## src/rtl/cnt_sched_ctrl_pkg.sv

```systemverilog
// Shared definitions for the counter sequencing controller.
//   state_t      : controller state encoding (2-bit binary)
//   MODE_ONESHOT : stop in DONE after the first terminal count
//   MODE_RELOAD  : clear and keep counting after each terminal count
package cnt_sched_ctrl_pkg;

    typedef enum logic [1:0] {
        ST_IDLE = 2'd0,
        ST_RUN  = 2'd1,
        ST_DONE = 2'd2
    } state_t;

    localparam logic MODE_ONESHOT = 1'b0;
    localparam logic MODE_RELOAD  = 1'b1;

endpackage

```

## src/rtl/cnt_sched_ctrl_if.sv

```systemverilog
// Control/status bundle between software-facing registers and the controller.
//   start, stop, hold, mode, limit, irq_clr : control from the register side
//   count, busy, done, irq, overrun         : registered status from the controller
//   state                                   : controller state, for observation only
//
// Request semantics: start and stop are single-cycle requests sampled on the
// rising clock edge; there is no ready/acknowledge. A start seen while RUN is
// dropped, stop is always taken and wins over a coincident start. hold is a level.
interface cnt_sched_ctrl_if #(
    parameter int WIDTH = 8
) ();
    import cnt_sched_ctrl_pkg::*;

    logic             start;
    logic             stop;
    logic             hold;
    logic             mode;
    logic [WIDTH-1:0] limit;
    logic             irq_clr;
    logic [WIDTH-1:0] count;
    logic             busy;
    logic             done;
    logic             irq;
    logic             overrun;
    state_t           state;

    modport master (
        output start, stop, hold, mode, limit, irq_clr,
        input  count, busy, done, irq, overrun, state
    );

    modport slave (
        input  start, stop, hold, mode, limit, irq_clr,
        output count, busy, done, irq, overrun, state
    );

endinterface

```

## src/rtl/cnt_sched_ctrl_up_counter.sv

```systemverilog
// Plain up-counter datapath; terminal-count logic lives in the controller.
//   clk, rst_n : clock, asynchronous active-low reset
//   en         : increment by one (wraps modulo 2^WIDTH)
//   clr        : synchronous clear, takes priority over en
//   q          : counter value
module up_counter #(
    parameter int WIDTH = 8
) (
    input  logic             clk,
    input  logic             rst_n,
    input  logic             en,
    input  logic             clr,
    output logic [WIDTH-1:0] q
);

    localparam logic [WIDTH-1:0] ONE = {{(WIDTH-1){1'b0}}, 1'b1};

    always_ff @(posedge clk or negedge rst_n) begin
        if (!rst_n) begin
            q <= '0;
        end else if (clr) begin
            q <= '0;
        end else if (en) begin
            q <= q + ONE;
        end
    end

endmodule

```

## src/rtl/cnt_sched_ctrl.sv

```systemverilog
// Programmable interval timer controller around up_counter.
//   clk, rst_n : clock, asynchronous active-low reset
//   bus        : control/status bundle (slave side), see cnt_sched_ctrl_if
// The controller latches limit/mode on an accepted start, owns the counter's
// en/clr, compares the counter against the latched limit and raises a
// registered done pulse plus sticky irq/overrun flags.
module cnt_sched_ctrl
    import cnt_sched_ctrl_pkg::*;
#(
    parameter int WIDTH = 8
) (
    input  logic                    clk,
    input  logic                    rst_n,
    cnt_sched_ctrl_if.slave         bus
);

    state_t           state;
    state_t           state_next;
    logic [WIDTH-1:0] count_q;
    logic [WIDTH-1:0] limit_q;
    logic             mode_q;
    logic             cnt_en;
    logic             cnt_clr;
    logic             done_set;
    logic             accept_start;
    logic             busy_q;
    logic             done_q;
    logic             irq_q;
    logic             overrun_q;

    up_counter #(.WIDTH(WIDTH)) u_counter (
        .clk   (clk),
        .rst_n (rst_n),
        .en    (cnt_en),
        .clr   (cnt_clr),
        .q     (count_q)
    );

    always_ff @(posedge clk or negedge rst_n) begin
        if (!rst_n) begin
            state <= ST_IDLE;
        end else begin
            state <= state_next;
        end
    end

    always_comb begin
        state_next   = state;
        cnt_en       = 1'b0;
        cnt_clr      = 1'b0;
        done_set     = 1'b0;
        accept_start = 1'b0;
        if (bus.stop) begin
            state_next = ST_IDLE;
            cnt_clr    = 1'b1;
        end else begin
            case (state)
                ST_IDLE, ST_DONE: begin
                    if (bus.start) begin
                        accept_start = 1'b1;
                        state_next   = ST_RUN;
                        cnt_clr      = 1'b1;
                    end
                end
                ST_RUN: begin
                    if (!bus.hold) begin
                        // Compare before incrementing so the count never passes limit_q.
                        if (count_q == limit_q) begin
                            done_set = 1'b1;
                            if (mode_q == MODE_RELOAD) begin
                                cnt_clr = 1'b1;
                            end else begin
                                state_next = ST_DONE;
                            end
                        end else begin
                            cnt_en = 1'b1;
                        end
                    end
                end
                default: begin
                    state_next = ST_IDLE;
                    cnt_clr    = 1'b1;
                end
            endcase
        end
    end

    // Status registers. A done in the same edge as irq_clr keeps irq set and
    // does not count as an overrun; irq_clr otherwise clears both flags.
    always_ff @(posedge clk or negedge rst_n) begin
        if (!rst_n) begin
            limit_q   <= '0;
            mode_q    <= MODE_ONESHOT;
            busy_q    <= 1'b0;
            done_q    <= 1'b0;
            irq_q     <= 1'b0;
            overrun_q <= 1'b0;
        end else begin
            if (accept_start) begin
                limit_q <= bus.limit;
                mode_q  <= bus.mode;
            end
            busy_q    <= (state_next == ST_RUN);
            done_q    <= done_set;
            irq_q     <= done_set | (irq_q & ~bus.irq_clr);
            overrun_q <= (done_set & irq_q & ~bus.irq_clr) | (overrun_q & ~bus.irq_clr);
        end
    end

    assign bus.count   = count_q;
    assign bus.busy    = busy_q;
    assign bus.done    = done_q;
    assign bus.irq     = irq_q;
    assign bus.overrun = overrun_q;
    assign bus.state   = state;

endmodule
```

## src/flat_wrapper.sv

```systemverilog
// flat-port wrapper written by rule: the top's interface ports become plain ports
module cnt_sched_ctrl_flat import cnt_sched_ctrl_pkg::*;
#(
    parameter int WIDTH = 8
)
  (clk, rst_n, bus_start, bus_stop, bus_hold, bus_mode, bus_limit, bus_irq_clr, bus_count, bus_busy, bus_done, bus_irq, bus_overrun, bus_state);
  cnt_sched_ctrl_if #(.WIDTH(WIDTH)) bus_i ();
  input  logic clk;
  input  logic rst_n;
  input wire logic [$bits(bus_i.start)-1:0] bus_start;
  input wire logic [$bits(bus_i.stop)-1:0] bus_stop;
  input wire logic [$bits(bus_i.hold)-1:0] bus_hold;
  input wire logic [$bits(bus_i.mode)-1:0] bus_mode;
  input wire logic [$bits(bus_i.limit)-1:0] bus_limit;
  input wire logic [$bits(bus_i.irq_clr)-1:0] bus_irq_clr;
  output wire logic [$bits(bus_i.count)-1:0] bus_count;
  output wire logic [$bits(bus_i.busy)-1:0] bus_busy;
  output wire logic [$bits(bus_i.done)-1:0] bus_done;
  output wire logic [$bits(bus_i.irq)-1:0] bus_irq;
  output wire logic [$bits(bus_i.overrun)-1:0] bus_overrun;
  output wire logic [$bits(bus_i.state)-1:0] bus_state;
  assign bus_i.start = bus_start;
  assign bus_i.stop = bus_stop;
  assign bus_i.hold = bus_hold;
  assign bus_i.mode = bus_mode;
  assign bus_i.limit = bus_limit;
  assign bus_i.irq_clr = bus_irq_clr;
  assign bus_count = bus_i.count;
  assign bus_busy = bus_i.busy;
  assign bus_done = bus_i.done;
  assign bus_irq = bus_i.irq;
  assign bus_overrun = bus_i.overrun;
  assign bus_state = bus_i.state;
  cnt_sched_ctrl #(.WIDTH(WIDTH)) u_core (.clk(clk), .rst_n(rst_n), .bus(bus_i));
endmodule
```

## config.mk

```make
export PLATFORM = sky130hd
export DESIGN_NAME = cnt_sched_ctrl_flat
export DESIGN_NICKNAME = d
export VERILOG_FILES = /design/src/rtl/cnt_sched_ctrl_pkg.sv /design/src/rtl/cnt_sched_ctrl_if.sv /design/src/rtl/cnt_sched_ctrl_up_counter.sv /design/src/rtl/cnt_sched_ctrl.sv /design/src/flat_wrapper.sv
export SDC_FILE = /design/constraint.sdc
export NUM_CORES = 1
export LEC_CHECK = 0
export ABC_AREA = 1
export BUFFER_PORTS_ARGS = -buffer_cell sky130_fd_sc_hd__buf_2
export CAP_MARGIN = 5
export CORE_MARGIN = 2
export CORE_UTILIZATION = 57
export CTS_CLUSTER_SIZE = 24
export DETAILED_ROUTE_END_ITERATION = 8
export GPL_TIMING_DRIVEN = 1
export PLACE_DENSITY = 0.83
export SETUP_SLACK_MARGIN = 0.1
export SLEW_MARGIN = 10
export SYNTH_ARGS = -nofsm -noshare
export SYNTH_HDL_FRONTEND = slang
export SYNTH_SLANG_ARGS = --single-unit
```

## constraint.sdc

```tcl
create_clock -name clk -period 3.7 [get_ports clk]
set_clock_uncertainty 0.2 [all_clocks]
set_input_delay 0.37 -clock clk [delete_from_list [all_inputs] [get_ports clk]]
set_output_delay 0.37 -clock clk [all_outputs]
set_load 0.01 [all_outputs]
```

== After elaboration in Yosys (flattened, before gate mapping) ==
Cells that the tools add are included.

* Bits in registers: 23
* Input port bits: 15
* Output and inout port bits: 14
* Logic and storage cells: 47

* Add/subtract/negate cells: 1
* Equality and inequality tests: 4
* Multiplexer cells: 24
* Bitwise gates (word level): 7
* Reductions and logical operators: 3

{| class="wikitable"
|+ Operators by type and width
! cell !! number
|-
| $mux 8 || 2
|-
| $mux 1 || 15
|-
| $mux 2 || 5
|-
| $add 8x1->8 const B || 1
|-
| $eq 8x8->1 || 1
|-
| $and 1x1->1 || 4
|-
| $eq 2x1->1 const B || 2
|-
| $pmux 2 s2 || 1
|-
| $eq 2x2->1 const B || 1
|-
| $logic_not 2->1 || 1
|-
| $or 1x1->1 || 2
|-
| $pmux 1 s2 || 1
|-
| $reduce_bool 2->1 || 1
|-
| $reduce_or 2->1 || 1
|-
| $not 1->1 || 1
|}

== Depth between registers and ports, before layout ==
Gate-level depths: netlist of run 1.

* Word-level depth: 8
* Mapped depth: 11
* Gate-level depth less buffers: 11

== Cells and area by module ==
A second synthesis of run 1 with hierarchy kept.

* Cell total of the unflattened synthesis: 167
* Area, all modules: 1244.9 sq um

{| class="wikitable"
|+ By module, submodules not included
! module !! times used !! cells an instance !! area an instance (sq um) !! sequential area each (sq um)
|-
| cnt_sched_ctrl || 1 || 107 || 772.0 || 375.4
|-
| up_counter || 1 || 60 || 473.0 || 200.2
|}

== Worst setup path after synthesis of run 1 ==
No wires, ideal clock.

* Path kind: register to register
* Start point: reg u_core.u_counter.q[1]
* End point: reg u_core.u_counter.q[0]
* Library setup time: 0.117 ns
* Data arrival time: 1.208 ns
* Required time: 3.383 ns
* Setup slack: 2.175 ns
* Cell stages (with the launch flop): 9
* Path buffers: 0
* Period minus slack after synthesis: 1.525 ns
* Cells stage by stage: dfrtp_1 xnor2_1 nand2_1 nor2_1 nand3_2 nand2_4 inv_4 nand3_1 nand2_1

* Word-level cells in the longest chain between the ends: 6
* Elaborated cells between the ends (all ways): 11
* Classes of those cells: eq/ne: 1; mux: 9; reduce/logical: 1

{| class="wikitable"
|+ Ends and longest elaborated chain
! what !! line !! source
|-
| start: declaration || cnt_sched_ctrl_up_counter.sv:13 || <nowiki>output logic [WIDTH-1:0] q</nowiki>
|-
| start signal: assignment || cnt_sched_ctrl_up_counter.sv:24 || <nowiki>q <= q + ONE;</nowiki>
|-
| $eq 8x8->1 * || cnt_sched_ctrl.sv:68 || <nowiki>if (count_q == limit_q) begin</nowiki>
|-
| $mux 1 || cnt_sched_ctrl.sv:68 ||
|-
| $mux 1 || cnt_sched_ctrl.sv:66 || <nowiki>if (!bus.hold) begin</nowiki>
|-
| $pmux 1 s2 / $mux 1 (equally long branches) || cnt_sched_ctrl.sv:57 || <nowiki>case (state)</nowiki>
|-
| $mux 1 || cnt_sched_ctrl.sv:53 || <nowiki>if (bus.stop) begin</nowiki>
|-
| $mux 8 / $reduce_bool 2->1 (equally long branches) || n/a ||
|}

Every way passes the cells marked *; elsewhere a longest branch is shown, timed or not.
A chain may end at the register's enable or synchronous reset.

== Worst setup path after layout of run 1 ==
Same ends and word-level chain as after synthesis.

==> results.yml, run 1 <==
outcome:
  status: "complete, no violations"
critical_path:
  worstPathRequired_ns: 3.72
  endpoint: "u_core.u_counter.q[0]"
  crit_fanout: 7
  cp-end-kind: "flip-flop"
  r2r-start: "u_core.u_counter.q[1]"
  path_class: "reg -> reg"
  crit-reg2reg-capture: "u_core.u_counter.q[0]"
  r2r_cells: 8
  worst-r2r-setup-slack_ns: 2.03
  worst_setup_path_start_kind: "flip-flop"
  worstPathArrival_ns: 1.69
  worstSetupStartpoint: "u_core.u_counter.q[1]"
cells_and_area:
  nets: 220
  n_antenna_cell: 0
  mostFrequentLayoutCells: "nand2_1, buf_2, dfrtp_1, inv_1, nor2_1"
  drive_gt1_frac: 0.310
  areaGrowthSynthToFinish_pct: 16.4
  n_fill_cell: 205
  final_common_cell: "nand2_1"
  stdcell_count: 231
yosys:
  yosys_most_used_dff: "dfrtp_1"
  synth_fp_nets: 186
  netlist_instances: 170
  synth_edf_count: 0
  ys_ff_latch: 23
  synth_mux_area_frac: 0.00851
  ys_seq_area_frac: 0.435
  syn_area_um2: 1320
  synth_top_family_by_area: "simple AND/OR/NAND/NOR gates"
  synthAdderAreaFrac: 0.00946
  synth_xor_area_frac: 0.0265
  synth_compound_area_frac: 0.0596
  synth_area_per_cell_um2: 7.78
  async_flop_share: 1.00
  yosysWarnings: 0
  yosysUniqueCellTypes: 27
  synthSimpleGateAreaFrac: 0.376
placement:
  hpwl_mm: 2.12
  gp_congestion: 0.859
  place_inst: 225
  portBuffers: 28
floorplan:
  ios: 29
  core_um2: 2210
  die_y_um: 52.2
  die_x_um: 52.2
  dieArea_um2: 2720
  rows: 17
  start_util: 0.598
run:
  maxCapViolations: 0
cts:
  numCtsBuffers: 3
  cts_resized: 0
  cts.sinks: 23
  cts_tree: "yes"
  path_clk_slew_ns: 0.13
  clockBufferDepth: 2
  h-tree-depth: 1
  root_buffer: "clkbuf_4"
  clk_latency_ns: 0.32
detailed_routing:
  first_pass_iters: 4
  drt_iter0_drc: 18
  viasPerCell: 5.12
  ant_nets: 0
  drc: 0
  num_vias: 1182
  drt-wirelength-per-cell_um: 12.1
  drt_wl_total_mm: 2.79
sta:
  max_slew.worst_pin.slew_ns: 0.514
  slew_violations: 0
  rsz0062_at_grt: "false"
  fmax_mhz: 600
  period_minus_slack_ns: 1.67
  setup_tns_ns: 0
  period_share: 0.451
  final-setup-viol-count: 0
  slew_headroom: 0.657
  hold_viol: 0
global_routing:
  first_global_vias: 1073
  grt_max_degree: 24
  grt_overflow: 0
  antenna_found_initial: 0
  grt_pass1_wl_mm: 4.69
  grt_usage: 0.235
worst_hold_path:
  hold_path.class: "in -> reg"
power:
  power.density_nw_per_um2: 338
  power_leakage_nw: 0.809
  peakVddDrop_mv: 0.306
==> cell families after synthesis <==
logic type | count (synthesis)
and+or+nand+nor | 98
DFF | 23
AOI/OAI and AO/OA | 14
muxes | 1
adders and majority gates | 1
xor gates and xnor gates | 4
buffers and inverters | 29
==> per-layer routing <==
metal / global-route usage / vias up / wire length, um
met4: 0.103 / 0 / 59
met5: 0 / - / 0
li1: - / 601 / -
met2: 0.373 / 38 / 1360
met3: 0.0371 / 7 / 127
met1: 0.318 / 536 / 1240
==> what timing repair did <==
| action | CTS | global route |
|---|---|---|
| hold endpoints to repair | 24 | 0 |
| setup buffers | 0 | 0 |
| hold buffers | 2 | 0 |
==> worst max-delay path: stages, from the launching register on <==
cell     delay [ns]
dfrtp_1        0.46
xnor2_1        0.22
nand2_1        0.15
nor2_1         0.14
nand3_2        0.10
nand2_4        0.12
inv_4          0.06
nand3_1        0.07
nand2_1        0.06
==> sequential cells by signal (all words and copies together), names as in the netlist <==
name and count:
u_core.bus.busy 1, u_core.bus.done 1, u_core.bus.irq 1, u_core.u_counter.q 8, u_core.bus.state 2, u_core.mode_q 1, u_core.limit_q 8, u_core.bus.overrun 1
==> Yosys cell counts, types with 2 or more instances <==
library cell,count,area share
xnor2_1,2,0.013
nor2_4,3,0.026
a21oi_1,9,0.034
nor3_1,2,0.0076
xor2_1,2,0.013
nor2_2,7,0.033
nand3_2,3,0.023
inv_2,7,0.020
dfrtp_1,23,0.44
nand3_1,13,0.049
nand2_1,42,0.12
nand4_1,5,0.024
nand2_2,4,0.019
nand2_4,3,0.026
nor2_1,15,0.043
inv_1,19,0.054
==> layout make-up <==
| type | instances | area, um2 | share of cell area |
|---|---|---|---|
| Multi-Input combinational cell | 118 | 634 | 0.412 |
| Timing Repair Buffer | 30 | 160 | 0.104 |
| Clock buffer | 4 | 26.3 | 0.0171 |
| Tap cell | 28 | 35.0 | 0.0228 |
| Sequential cell | 23 | 576 | 0.374 |
| Inverter | 28 | 108 | 0.0699 |
==> per-stage QoR <==
step / setup WS [ns] / power [mW] / instance area (um2) / hold WS [ns] / utilization
6_report: 2.03 / 0.520 / 1540 / 0.0857 / 0.696
3_3_place_gp: 2.11 / 0.398 / 1490 / 0.167 / 0.675
4_1_cts: 2.04 / 0.524 / 1540 / 0.0801 / 0.696
3_5_place_dp: 2.08 / 0.404 / 1490 / 0.169 / 0.675
5_1_grt: 1.89 / 0.552 / 1540 / 0.0755 / 0.696
2_1_floorplan: 2.17 / 0.369 / 1320 / -0.126 / -
==> power breakdown <==
| part | switching, mW | total (mW) | internal, mW | leakage, nW |
|---|---|---|---|---|
| Combinational | 0.0727 | 0.113 | 0.0400 | 0.503 |
| Sequential | 0.0154 | 0.288 | 0.273 | 0.291 |
| Clock | 0.0768 | 0.119 | 0.0422 | 0.0150 |
==> how the worst min path moves through the flow <==
stage                       from  slack (ns)           endpoint  cells after the start
global placement           rst_n        0.17  u_core.limit_q[5]                      1
floorplan                  rst_n       -0.13    u_core.bus.busy                      0
finish              bus_limit[1]        0.09  u_core.limit_q[1]                      2
global route        bus_limit[1]        0.08  u_core.limit_q[1]                      2
detailed placement         rst_n        0.17  u_core.limit_q[5]                      1
CTS                 bus_limit[1]        0.08  u_core.limit_q[1]                      2
(Power assumes the default switching activity.)
==> inputs of run 2 (changes only) <==
--- a/config.mk
+++ b/config.mk
@@ -5,15 +5,15 @@
 export SDC_FILE = /design/constraint.sdc
 export NUM_CORES = 1
 export LEC_CHECK = 0
-export ABC_AREA = 1
+export ABC_AREA = 0
 export BUFFER_PORTS_ARGS = -buffer_cell sky130_fd_sc_hd__buf_2
 export CAP_MARGIN = 5
 export CORE_MARGIN = 2
-export CORE_UTILIZATION = 57
+export CORE_UTILIZATION = 51
 export CTS_CLUSTER_SIZE = 24
 export DETAILED_ROUTE_END_ITERATION = 8
 export GPL_TIMING_DRIVEN = 1
-export PLACE_DENSITY = 0.83
+export PLACE_DENSITY = 0.77
 export SETUP_SLACK_MARGIN = 0.1
 export SLEW_MARGIN = 10
 export SYNTH_ARGS = -nofsm -noshare
==> constraint.sdc (replaced) <==
create_clock -name clk -period 1.7 [get_ports clk]
set_clock_uncertainty 0.2 [all_clocks]
set_input_delay 0.17 -clock clk [delete_from_list [all_inputs] [get_ports clk]]
set_output_delay 0.17 -clock clk [all_outputs]
set_load 0.01 [all_outputs]
==> results.yml, run 2 <==
outcome:
  status: "complete, but fails checks"
  violations: "negative setup slack"
cts:
  path_clk_slew_ns: 0.13
  cts.sinks: 23
  h-tree-depth: 1
  clockBufferDepth: 2
  clk_latency_ns: 0.33
  cts_tree: "yes"
  root_buffer: "clkbuf_4"
  numCtsBuffers: 3
sta:
  fmax_mhz: 504
  period_share: 1.17
  slew_violations: 0
  rsz0062_at_grt: "true"
  setup_tns_ns: -3.11
  slew_headroom: 0.654
  hold_viol: 0
  period_minus_slack_ns: 1.98
  max_slew.worst_pin.slew_ns: 0.519
  final-setup-viol-count: 14
  timing.hold.ws_ns: 0.0740
  fin_ws_ns: -0.283
cells_and_area:
  n_fill_cell: 98
  final_common_cell: "buf_2"
  largestRegisters: "u_core.limit_q (8), u_core.u_counter.q (8), u_core.bus.state (2)"
  n_antenna_cell: 0
  seqCellArea_um2: 583
  final_area_um2: 1880
  drive_gt1_frac: 0.614
  mostFrequentLayoutCells: "buf_2, buf_4, dfrtp_1, dlygate4sd3_1, mux2_4"
  areaGrowthSynthToFinish_pct: 62.9
  multiInputGateArea_um2: 689
  final_core_util: 0.864
  nets: 188
  stdcell_count: 199
yosys:
  synth_top_area_frac: 0.500
  yosys_most_used_dff: "dfrtp_1"
  synth_mux_area_frac: 0.0880
  yosys.area.top_type: "dfrtp_1"
  synthAdderAreaFrac: 0.0109
  synth_xor_area_frac: 0.0989
  yosysWarnings: 0
  synth_compound_area_frac: 0.103
  yosysMostFrequentCell: "dfrtp_1"
  synth_top_family_by_area: "simple AND/OR/NAND/NOR gates"
  yosys-top-cells-count: "dfrtp_1, mux2_2, nor2_1, xnor2_1, nand2_1"
  yosysUniqueCellTypes: 34
  synth_edf_count: 0
  netlist_instances: 97
  ys_seq_area_frac: 0.500
  synth_fp_nets: 113
  synth_area_leaders: "dfrtp_1, mux2_2, xnor2_1, xor2_1, nor2_1"
  synth_area_per_cell_um2: 11.9
  synthSimpleGateAreaFrac: 0.188
  syn_area_um2: 1150
  ys_ff_latch: 23
  async_flop_share: 1.00
global_routing:
  grt_max_degree: 24
  grt_pass1_wl_mm: 5.09
  grt_usage: 0.271
  grt_overflow: 0
  first_global_vias: 1046
  antenna_found_initial: 0
placement:
  place_inst: 174
  gp_congestion: 0.872
  portBuffers: 28
  postPlaceCellArea_um2: 1520
  dp_slack_ns: -0.121
  hpwl_mm: 1.91
critical_path:
  path_cells: "xnor2_1 > nand4_1 > or2_4 > or3_4 > o22ai_2"
  worst_setup_path_start_kind: "flip-flop"
  critPathBufInv: 0
  slowest_delay_ns: 0.44
  worstPathArrival_ns: 2.04
  cp_slowest_cell: "dfrtp_1"
  worstPathRequired_ns: 1.76
  cp_top_family: "simple AND/OR/NAND/NOR gates"
  cp-end-kind: "flip-flop"
  path_class: "reg -> reg"
  crit_fanout: 4
floorplan:
  dieArea_um2: 2650
  rows: 17
  ios: 29
  die_y_um: 51.5
  start_util: 0.531
  core_um2: 2170
  die_x_um: 51.5
detailed_routing:
  drt-wirelength-per-cell_um: 19.1
  ant_nets: 0
  drt_wl_total_mm: 3.81
  viasPerCell: 5.50
  num_vias: 1095
  first_pass_iters: 4
  drt_iter0_drc: 26
  drc: 0
run:
  maxCapViolations: 0
power:
  power_frac_clock: 0.212
  switching_share: 0.297
  peakVddDrop_mv: 0.790
  power.switching_uw: 385
  seqPwrFrac: 0.512
  p_int_uw: 912
  power_leakage_nw: 0.854
  power.density_nw_per_um2: 691
  power.total_mw: 1.30
  combPwrFrac: 0.276
worst_hold_path:
  hold_path.class: "in -> reg"
-- run 2: cells by family (layout without fill, tap and decap cells) --
logic type | after synthesis | in the layout
mux | 9 | 9
xor+xnor | 13 | 13
compound gates | 16 | 16
buf+inv | 3 | 77
fa+ha+maj | 1 | 1
flops | 23 | 23
simple gates | 32 | 32
-- run 2: power groups by stage --
stage	Clock, mW	Sequential, mW	Combinational (mW)
3_3_place_gp	0	0.660	0.225
3_5_place_dp	0	0.664	0.236
5_1_grt	0.291	0.669	0.377
6_report	0.275	0.665	0.358
4_1_cts	0.263	0.656	0.319
2_1_floorplan	0	0.657	0.144
-- run 2: per-layer routing --
layer	global-route usage	wire length (um)
met5	0	0
met4	0.105	123
met3	0.0747	231
met2	0.440	1880
met1	0.345	1570
-- run 2: final timing paths --
check / startpoint / to / slack, ns / depth (start not counted)
setup / recovery: u_core.u_counter.q[6] / u_core.bus.overrun / -0.28 / 5
hold reg to reg: u_core.limit_q[7] / u_core.limit_q[7] / 0.37 / 1
hold / removal: bus_hold / u_core.bus.state[0] / 0.07 / 4
min in group asynchronous: rst_n / u_core.limit_q[6] / 0.18 / 2
max in group asynchronous: rst_n / u_core.u_counter.q[2] / 0.75 / 2
setup reg to reg: u_core.u_counter.q[6] / u_core.bus.overrun / -0.28 / 5
-- run 2: worst reg2reg max path, stage by stage, from the launching register on --
cell,delay (ns)
dfrtp_1,0.44
xnor2_1,0.23
nand4_1,0.20
or2_4,0.33
or3_4,0.38
o22ai_2,0.12
-- run 2: cell type report --
type / count / area share
Clock buffer: 4 / 0.0140
Inverter: 2 / 0.00400
Multi-Input combinational cell: 71 / 0.368
Sequential cell: 23 / 0.311
Tap cell: 28 / 0.0187
Timing Repair Buffer: 71 / 0.285
-- run 2: timing repair --
item / in CTS / in global routing
hold endpoints to repair: 34 / 0
hold buffers: 13 / 0
pin swaps: 8 / 6
gates resized for setup: 21 / 11
endpoints found under the setup margin: 23 / 24
buffers inserted: 4 / 4
==> inputs of run 3 (changes only) <==
--- a/config.mk
+++ b/config.mk
@@ -7,13 +7,14 @@
 export LEC_CHECK = 0
 export ABC_AREA = 0
 export BUFFER_PORTS_ARGS = -buffer_cell sky130_fd_sc_hd__buf_2
-export CAP_MARGIN = 5
+export CELL_PAD_IN_SITES_DETAIL_PLACEMENT = 1
+export CELL_PAD_IN_SITES_GLOBAL_PLACEMENT = 1
 export CORE_MARGIN = 2
-export CORE_UTILIZATION = 51
+export CORE_UTILIZATION = 40
 export CTS_CLUSTER_SIZE = 24
 export DETAILED_ROUTE_END_ITERATION = 8
 export GPL_TIMING_DRIVEN = 1
-export PLACE_DENSITY = 0.77
+export PLACE_DENSITY_LB_ADDON = 0.1
 export SETUP_SLACK_MARGIN = 0.1
 export SLEW_MARGIN = 10
 export SYNTH_ARGS = -nofsm -noshare
==> constraint.sdc (replaced) <==
create_clock -name clk -period 1.7 [get_ports clk]
set_clock_uncertainty 0.2 [all_clocks]
set_input_delay 0.17 -clock clk [delete_from_list [all_inputs] [get_ports clk]]
set_output_delay 0.17 -clock clk [all_outputs]
set_load 0.1 [all_outputs]
==> results.yml, run 3 (synthesis results as in run 2) <==
outcome:
  status: "complete, but fails checks"
  violations: "negative setup slack"
critical_path:
  cp_slowest_cell: "dfrtp_4"
  path_class: "reg -> reg"
  worstPathArrival_ns: 2.07
  path_cells: "xnor2_2 > nand4_1 > buf_4 > buf_4 > o211ai_1 > xor2_1 > nor2_2"
  worst_setup_path_start_kind: "flip-flop"
  path_common_cell: "buf_4"
  slowest_delay_ns: 0.53
  worstPathRequired_ns: 1.73
  crit_fanout: 3
  critPathBufInv: 2
  cp-end-kind: "flip-flop"
  cp_top_family: "flip-flops"
sta:
  rsz0062_at_grt: "true"
  hold_viol: 0
  max_slew.worst_pin.slew_ns: 0.565
  period_minus_slack_ns: 2.03
  slew_violations: 0
  final-setup-viol-count: 22
  slew_headroom: 0.623
  setup_tns_ns: -3.57
  period_share: 1.20
  fin_ws_ns: -0.333
  fmax_mhz: 492
cells_and_area:
  areaGrowthSynthToFinish_pct: 74.1
  n_antenna_cell: 0
  seqCellArea_um2: 613
  mostFrequentLayoutCells: "buf_4, buf_2, buf_6, dlygate4sd3_1, dfrtp_1"
  largestRegisters: "u_core.limit_q (8), u_core.u_counter.q (8), u_core.bus.state (2)"
  stdcell_count: 199
  drive_gt1_frac: 0.661
  n_fill_cell: 254
  multiInputGateArea_um2: 744
  final_common_cell: "buf_4"
  final_area_um2: 2000
  nets: 185
placement:
  hpwl_mm: 2.29
  place_inst: 177
  gp_congestion: 0.766
  postPlaceCellArea_um2: 1590
  portBuffers: 28
  dp_slack_ns: -0.259
power:
  power.total_mw: 1.42
  peakVddDrop_mv: 0.538
  power_leakage_nw: 0.855
  power.density_nw_per_um2: 708
detailed_routing:
  first_pass_iters: 4
  num_vias: 1059
  drt_wl_total_mm: 3.99
  drt_iter0_drc: 37
  drc: 0
  viasPerCell: 5.32
  ant_nets: 0
  drt-wirelength-per-cell_um: 20.0
global_routing:
  grt_max_degree: 24
  first_global_vias: 1177
  grt_usage: 0.237
  antenna_found_initial: 0
  grt_overflow: 0
  grt_pass1_wl_mm: 5.86
floorplan:
  dieArea_um2: 3320
  die_x_um: 57.6
  ios: 29
  rows: 19
  core_um2: 2730
  die_y_um: 57.6
  start_util: 0.421
cts:
  h-tree-depth: 1
  clockBufferDepth: 2
  path_clk_slew_ns: 0.15
  clk_latency_ns: 0.33
  cts.sinks: 23
  root_buffer: "clkbuf_4"
  cts_tree: "yes"
  numCtsBuffers: 3
worst_hold_path:
  hold_path.class: "in -> reg"
run:
  maxCapViolations: 0
==> run 3: changes by cell type in the layout (fill, tap and decap cells not counted), moves of 4 or more <==
cell / delta
buf_2: -10
dfrtp_4: +10
buf_6: +7
dfrtp_2: -6
xnor2_1: -5
dfrtp_1: -4
==> run 3: final timing paths <==
| kind | slack, ns | start | end | cells past startpoint |
|---|---|---|---|---|
| max | -0.33 | u_core.u_counter.q[7] | u_core.u_counter.q[2] | 7 |
| min reg2reg | 0.35 | u_core.bus.overrun | u_core.bus.overrun | 2 |
| min | 0.08 | bus_hold | u_core.bus.busy | 4 |
| max in group asynchronous | 0.75 | rst_n | u_core.u_counter.q[0] | 2 |
| max reg2reg | -0.33 | u_core.u_counter.q[7] | u_core.u_counter.q[2] | 7 |
| min in group asynchronous | 0.14 | rst_n | u_core.limit_q[6] | 2 |
==> run 3: worst reg2reg max path, stage by stage, from the launching register on <==
cell	delay [ns]
dfrtp_4	0.53
xnor2_2	0.16
nand4_1	0.20
buf_4	0.20
buf_4	0.12
o211ai_1	0.22
xor2_1	0.26
nor2_2	0.07
==> run 3: per-stage QoR <==
step	hold slack, ns	util
2_1_floorplan	-0.326	-
3_5_place_dp	-0.0208	0.581
3_3_place_gp	-0.0323	0.581
5_1_grt	0.0821	0.733
6_report	0.0836	0.733
4_1_cts	0.0887	0.697
==> run 3: cell type report <==
class	count	area share
multi-input cells	71	0.371
clock inverters	1	0.00375
inverters	2	0.00375
well taps	31	0.0194
flip-flops and latches	23	0.306
repair buffers	68	0.285
clock buffers	3	0.0112
==> run 3: layer usage <==
metal  global-route usage  up-vias  routed length (um)  share of wire
li1                     -      483                   -              -
met1                0.268      553                1550           0.39
met2                0.446       21                2310           0.58
met3               0.0268        2                 112          0.028
met4               0.0963        0                  10         0.0025
met5                    0        -                   0              0
==> run 3: power by group <==
group | total, mW | switching (mW) | leakage, nW | internal [mW]
sequential | 0.686 | 0.0813 | 0.279 | 0.605
clock | 0.277 | 0.187 | 0.0139 | 0.0900
combinational | 0.457 | 0.199 | 0.562 | 0.258
total | 1.42 | 0.467 | 0.855 | 0.953
==> run 3: timing repair <==
item                                    4_1_cts  5_1_grt
hold endpoints to repair                     35        0
pin swaps                                     6        2
hold buffers                                 13        0
gates resized for setup                      32       20
endpoints found under the setup margin       33       28
buffers inserted                              4        1
